$ cat config.mk
export PLATFORM = sky130hd
export DESIGN_NAME = display_fb_reader
export DESIGN_NICKNAME = d
export VERILOG_FILES = /design/src/rtl/display_fb_reader.sv
export SDC_FILE = /design/constraint.sdc
export NUM_CORES = 1
export LEC_CHECK = 0
export ABC_AREA = 1
export CAP_MARGIN = 20
export CELL_PAD_IN_SITES_DETAIL_PLACEMENT = 1
export CELL_PAD_IN_SITES_GLOBAL_PLACEMENT = 1
export CORE_ASPECT_RATIO = 1.1
export CORE_MARGIN = 1
export CORE_UTILIZATION = 46
export DETAILED_ROUTE_END_ITERATION = 7
export PLACE_DENSITY = 0.84
export SLEW_MARGIN = 15
export SYNTH_ARGS = -nofsm -noshare
export SYNTH_HDL_FRONTEND = slang
export SYNTH_SLANG_ARGS = --single-unit
$ cat constraint.sdc
create_clock -name clkSYS -period 3.71 [get_ports clkSYS]
set_clock_uncertainty 0.05 [all_clocks]
set_input_delay 0.5565 -clock clkSYS [delete_from_list [all_inputs] [get_ports clkSYS]]
set_output_delay 0.5565 -clock clkSYS [all_outputs]
set_load 0.01 [all_outputs]
$ cat src/rtl/display_fb_reader.sv
// display_fb_reader: scan-out reader that streams the displayed frame buffer from SDRAM to the LCD
// Ports:
//   clkSYS, n_reset       system clock, asynchronous active-low reset
//   frame                 1-cycle start-of-frame pulse from LCD timing
//   swap / stat           renderer buffer select / buffer latched for scan-out at frame start
//   addr, req, wr, ack    read request to the SDRAM arbiter (wr is always 0)
//   mem, valid            in-order read data returned for acked requests
//   pix_rd, pix           pixel pop and registered pixel (valid the cycle after pix_rd)
//   underrun              sticky flag: pop attempted on an empty FIFO, cleared at frame
module display_fb_reader #(
    parameter logic [23:0] BASE = 24'h000000,
    parameter int W = 800,
    parameter int H = 480,
    parameter int DEPTH = 64
) (
    input  logic        clkSYS,
    input  logic        n_reset,
    input  logic        frame,
    input  logic        swap,
    output logic        stat,
    output logic [23:0] addr,
    output logic        req,
    output logic        wr,
    input  logic        ack,
    input  logic [15:0] mem,
    input  logic        valid,
    input  logic        pix_rd,
    output logic [15:0] pix,
    output logic        underrun
);
    localparam int AW = $clog2(DEPTH);
    localparam int CW = AW + 1;
    localparam logic [23:0] NPIX = 24'(W * H);

    typedef enum logic [1:0] {IDLE, FETCH, DONE} state_t;

    state_t state, state_n;
    logic [23:0] pixcnt;
    logic [CW-1:0] cnt, outstanding;
    logic [15:0] discard;
    logic [AW-1:0] wp, rp;
    logic [15:0] fifo [DEPTH];
    logic acc, take, fresh, push, pop, room, req_n;

    assign wr = 1'b0;
    assign addr = BASE + (stat ? 24'h080000 : 24'h000000) + pixcnt;
    assign acc = ack & req;
    // any valid while reads are in flight is consumed; old-frame reads come back first and are dropped
    assign take = valid & ((discard != 16'd0) | (outstanding != '0));
    assign fresh = take & (discard == 16'd0);
    assign push = fresh & ~frame;
    assign pop = pix_rd & (cnt != '0);
    // credit: never have more data buffered plus in flight than the FIFO can hold
    assign room = (cnt + outstanding) < CW'(DEPTH);

    always_comb begin
        state_n = frame ? FETCH : (state == FETCH && acc && pixcnt == NPIX - 24'd1) ? DONE : state;
        req_n = ~frame & (req ? ~acc : (state == FETCH) & ~ack & room & (pixcnt < NPIX));
    end

    always_ff @(posedge clkSYS or negedge n_reset) begin
        if (!n_reset) begin
            state <= IDLE;
            req <= 1'b0;
        end else begin
            state <= state_n;
            req <= req_n;
        end
    end

    always_ff @(posedge clkSYS or negedge n_reset) begin
        if (!n_reset) begin
            stat <= 1'b0;
            pixcnt <= 24'd0;
            outstanding <= '0;
            discard <= 16'd0;
            cnt <= '0;
            wp <= '0;
            rp <= '0;
            pix <= 16'd0;
            underrun <= 1'b0;
        end else begin
            stat <= frame ? swap : stat;
            pixcnt <= frame ? 24'd0 : pixcnt + {23'd0, acc};
            outstanding <= frame ? '0 : outstanding + CW'(acc) - CW'(fresh);
            // at frame every read still in flight (including one acked now) becomes a discard
            discard <= frame ? discard + 16'(outstanding) + 16'(acc) - 16'(take)
                             : discard - 16'(take & ~fresh);
            cnt <= frame ? '0 : cnt + CW'(push) - CW'(pop);
            wp <= frame ? '0 : wp + AW'(push);
            rp <= frame ? '0 : rp + AW'(pop);
            pix <= pix_rd ? (pop ? fifo[rp] : 16'd0) : pix;
            underrun <= frame ? 1'b0 : underrun | (pix_rd & ~pop);
        end
    end

    always_ff @(posedge clkSYS) begin
        if (push)
            fifo[wp] <= mem;
    end

    always_ff @(posedge clkSYS) begin
        if (n_reset)
            assert (!(push && !pop && cnt == CW'(DEPTH)));
    end
endmodule

# Word level (Yosys, flattened, before mapping)
# Memory sizes are Yosys's and may differ from the RTL's.
# Cells that the tools add are included.
# totals
regBits	87
ram_bits	1024
memories	1
# mem_list
memory	words	width	rd	rd_ports_with_merged_regs	write_ports	line	text
fifo	64	16	1	0	1	42	logic [15:0] fifo [DEPTH];
# op_classes
addsub	13
order_cmp	2
eq_ne	2
muxes	14
n_bitwise	18
reduce_logical	7
# op_table
op	n
$mux W16	2
$add A20 B24 Y24	1
$add A24 B1 Y24	1
$eq A24 B19 Y1 const B	1
$lt A24 B19 Y1 const B	1
$mux W24	1
$mux W20	1
$add A16 B1 Y16	1
$add A16 B7 Y16	1
$and A1 B16 Y16	1
$logic_not A16 Y1	1
$not A1 Y16	1
$reduce_bool A16 Y1	1
$sub A16 B1 Y16	1
$sub A16 B16 Y16	1
$add A7 B1 Y7	2
$mux W7	2
$reduce_bool A7 Y1	2
$sub A7 B1 Y7	2
$add A6 B1 Y6	2
$mux W6	2
$and A1 B1 Y1	10
$add A7 B7 Y7	1
$lt A7 B7 Y1 const B	1
other kinds (7)	16

# Depth between registers and ports, before layout
# logic_depth
word_depth	8
depth_mapped	20

# Worst setup path after synthesis
# Ideal clock, no wire load.
# synth_timing
path_type	reg2reg
startpoint	register discard[11]
endpoint	register discard[10]
setup_ns	0.118
arrival_time_ns	3.005
required_ns	3.542
path_slack_ns	0.537
stages_incl_launch_ff	19
n_path_buf	0
synth_period_minus_slack_ns	3.173
cell_sequence	dfrtp_1 -> inv_1 -> ha_1 -> nand2_1 -> nor4_1 -> o21ai_0 -> ha_1 -> fa_1 -> fa_1 -> inv_1 -> nand3_1 -> nand2_1 -> nand2_1 -> a21oi_1 -> nand2_1 -> nand2_1 -> nand2_1 -> nand3_1 -> nand2_1
# synth_via
elab_chain_len	8
word_cells_on_any_way	10
# synth_rtl
element	line	text
from (decl)	40	logic [15:0] discard;
from (signal assigned)	87	discard <= frame ? discard + 16'(outstanding) + 16'(acc) - 16'(take)
$reduce_bool A16 Y1	49	assign take = valid & ((discard != 16'd0) | (outstanding != '0));
$or A1 B1 Y1	49	
$and A1 B1 Y1	49	
$and A1 B1 Y1	50	assign fresh = take & (discard == 16'd0);
$not A1 Y16	88	: discard - 16'(take & ~fresh);
$and A1 B16 Y16	88	
$sub A16 B16 Y16	88	
$mux W16 *	87	
# Mark *: on every way between the ends. The rest lies on a longest branch, timed or not.
# A chain may end at the register's enable or synchronous reset.

# Worst setup path in the final report
# layout_timing
startpoint	register discard[13]
endpoint	memory fifo[36][9], enable pin
# layout_via
elab_chain_len	7
word_cells_on_any_way	8
# layout_rtl
element	line	text
$reduce_bool A16 Y1	49	
$or A1 B1 Y1	49	
$and A1 B1 Y1	49	
$and A1 B1 Y1 *	50	
$and A1 B1 Y1 *	51	assign push = fresh & ~frame;
$mux W1 *	98	if (push)
$mux W1 (implied by the code) *	99	fifo[wp] <= mem;
to (decl)	42	
# Marked as above.

==> results.ini <==
[status]
status = finished, final reports clean

[cts]
numCtsBuffers = 111
clk_path_buf_depth = 3
htree_levels = 3
clkSinkCount = 1111
clk_pin_slew_worst_paths_ns = 0.06
insertion_delay_ns = 0.72
cts_tree = built
cts_root_buf = clkbuf_16

[floorplanning]
die_y_um = 342.9
initial_core_util_pct = 46.61
die_x_um = 311.9
core-area_mm2 = 0.1043
rows = 124
dieArea_mm2 = 0.1070
io_pins = 67

[synthesis]
ys_ff_latch = 1111
synth_cell_types = 44
synth_edf_count = 1024
synth.net_count = 4776
ys_seq_area_share_pct = 67.75
synthArstFlopShare_pct = 7.831
ys_warn_count = 0
synth.avg_cell_area_um2 = 10.38
ys.flop_type = edfxtp_1
synth_cells = 4684
synth_area_mm2 = 0.04860

[cells_and_area]
layout.cells.non_filler = 6256
final_nets = 4869
mostFrequentLayoutCells = nand2_1, edfxtp_1, nand3_1, inv_1, nor2_1
syn_to_final_growth_pct = 12.18
final_common_cell = nand2_1
drive_gt1_share_pct = 7.537

[timing]
drv_slew = 0
period_minus_slack_ns = 3.551
maxSlewHeadroom_pct = 30.83
fin_crit_sh_pct = 95.72
rsz0062_at_grt = true
setup_viol = 0
tightest_slew_ns = 1.031
fin_tns_setup_ns = 0
timing.fmax_mhz = 281.6
finalHoldViolCount = 0

[power]
power.total_w = 0.03366
p_int_w = 0.02253
p_sw_share_pct = 33.05
seqPwrFrac_pct = 42.1
power_switching_w = 0.01112
peakVddDrop_mv = 0.4569
clockPowerShare_pct = 33.0
p_comb_share_pct = 24.8
p_per_area_mw_per_mm2 = 617.4
p_leak_nw = 21.70

[global_routing]
antenna_found_initial = 3
track_usage_pct = 29.31
grt_max_degree = 118
grt_pass1_vias = 38450
grt_pass1_wl_um = 235800
grt_overflow = 0

[routing]
ant_nets = 0
vias = 36120
wl_per_cell_um = 25.20
drc = 0
avgViaCountPerCell = 5.774
drt-initial-drc-count = 3916
drt-total-wl_um = 157600
drtPass1Iterations = 6

[flow_run]
max-cap-violations = 0

[place]
dp_cells = 6047
port_buffers = 65
gp_congestion = 0.8795
hpwl_um = 94470

[critical_path]
worstPathRequired_ns = 4.07
path_max_fanout = 13
start_kind = flop
criticalPathCategory = reg -> reg
crit_path_end_kind = flop
worstPathArrival_ns = 3.91

[min_path]
hold_class = in -> reg

state kept, by name (all words and copies together), names as in the netlist:
name	flops
fifo	1024
stat	1
rp	6
pix	16
underrun	1
discard	16
state	2
wp	6
pixcnt	24
cnt	7
outstanding	7
req	1
per-layer routing:
metal / part of all wire [%] / vias to the layer above / track usage, %
met5: 0.010 / - / 0
met4: 5.2 / 2 / 14.65
met3: 8.3 / 451 / 5.470
met2: 48 / 1795 / 48.72
met1: 38 / 18190 / 36.87
li1: - / 15690 / -
synthesized netlist by cell type, drive strengths merged, types with 2 or more instances:
cell type  count  share of area, %
nand2       2168                17
edfxtp      1024                63
nand3        500               5.2
inv          248               1.9
buf          206               2.7
nor2         147               1.2
dfrtp         87               4.5
ha            65               1.7
a21oi         55              0.57
o21ai         49              0.50
clkbuf        34              0.26
nor3          29              0.31
xor2          14              0.25
nand4         12              0.15
nor4           6             0.090
xnor2          6              0.11
a31oi          5             0.064
clkinv         4             0.031
fa             4              0.16
a211oi         3             0.046
a21boi         3             0.046
a21o           2             0.031
mux2i          2             0.041
o21bai         2             0.031
or2            2             0.026
timing repair:
item | 4_1_cts | 5_1_grt
setup endpoints to repair | 0 | 10
hold buffers | 1 | 0
setup buffers | 0 | 1
endpoints found under the hold margin | 43 | 0
resized for setup | 0 | 11
layout make-up:
cell class,instances,area [um^2]
inverters,252,969.7
well taps,1386,1734
flip-flops and latches,1111,32940
fillers,11330,49740
clock buffers,140,2939
multi-input cells,3081,13340
repair buffers,220,1994
diodes,1,2.502
clock inverters,65,599.3
metrics by stage:
stage               area [um^2]  utilization (%)  hold slack (ns)  worst slack, ns
detailed placement        50910            48.83           0.4213          0.08613
finish                    54520            52.29           0.2981           0.1586
global placement          50910            48.83           0.4053           0.1662
CTS                       54460            52.23           0.2647          0.04904
global route              54510            52.29           0.2776         -0.02925
floorplan                 48600                -           0.2109           0.5367
final timing paths:
path / start / end / slack [ns] / cells past startpoint
setup / recovery: discard[13]$_DFF_PN0_ / fifo[36][9]$_DFFE_PP_ / 0.16 / 13
setup reg to reg: discard[13]$_DFF_PN0_ / fifo[36][9]$_DFFE_PP_ / 0.16 / 13
hold / removal: mem[9] / fifo[1][9]$_DFFE_PP_ / 0.30 / 1
max in group asynchronous: n_reset / pixcnt[2]$_DFF_PN0_ / 2.37 / 3
min in group asynchronous: n_reset / pixcnt[22]$_DFF_PN0_ / 0.41 / 2
hold reg to reg: state[0]$_DFFE_PN0P_ / state[0]$_DFFE_PN0P_ / 0.43 / 2
power by group through the flow:
stage	combinational (W)	sequential (W)	clock [W]
6_report	0.00836	0.0142	0.0111
5_1_grt	0.00914	0.0142	0.0116
4_1_cts	0.00820	0.0142	0.0112
3_5_place_dp	0.00798	0.0144	0
3_3_place_gp	0.00754	0.0144	0
2_1_floorplan	0.00519	0.0144	0
worst max-delay path: stages (launching register included):
cell	delay, ns
dfrtp_1	0.41
inv_2	0.11
ha_2	0.19
buf_4	0.13
nand2_1	0.07
nor2_1	0.13
nand4_1	0.16
nor2_2	0.19
nand2_2	0.08
buf_4	0.18
nor2_4	0.17
nand3_2	0.47
nor2_1	0.58
buf_4	0.33
logic make-up after synthesis:
kind of cell / count (synthesis) / synth area share (%)
buf+inv: 492 / 4.879
flops: 1111 / 67.75
mux: 2 / 0.04120
compound gates: 122 / 1.344
other cells: 1 / 0.007717
xor+xnor: 20 / 0.3605
fa+ha+maj: 69 / 1.838
simple gates: 2867 / 23.77
(Power assumes the default switching activity.)
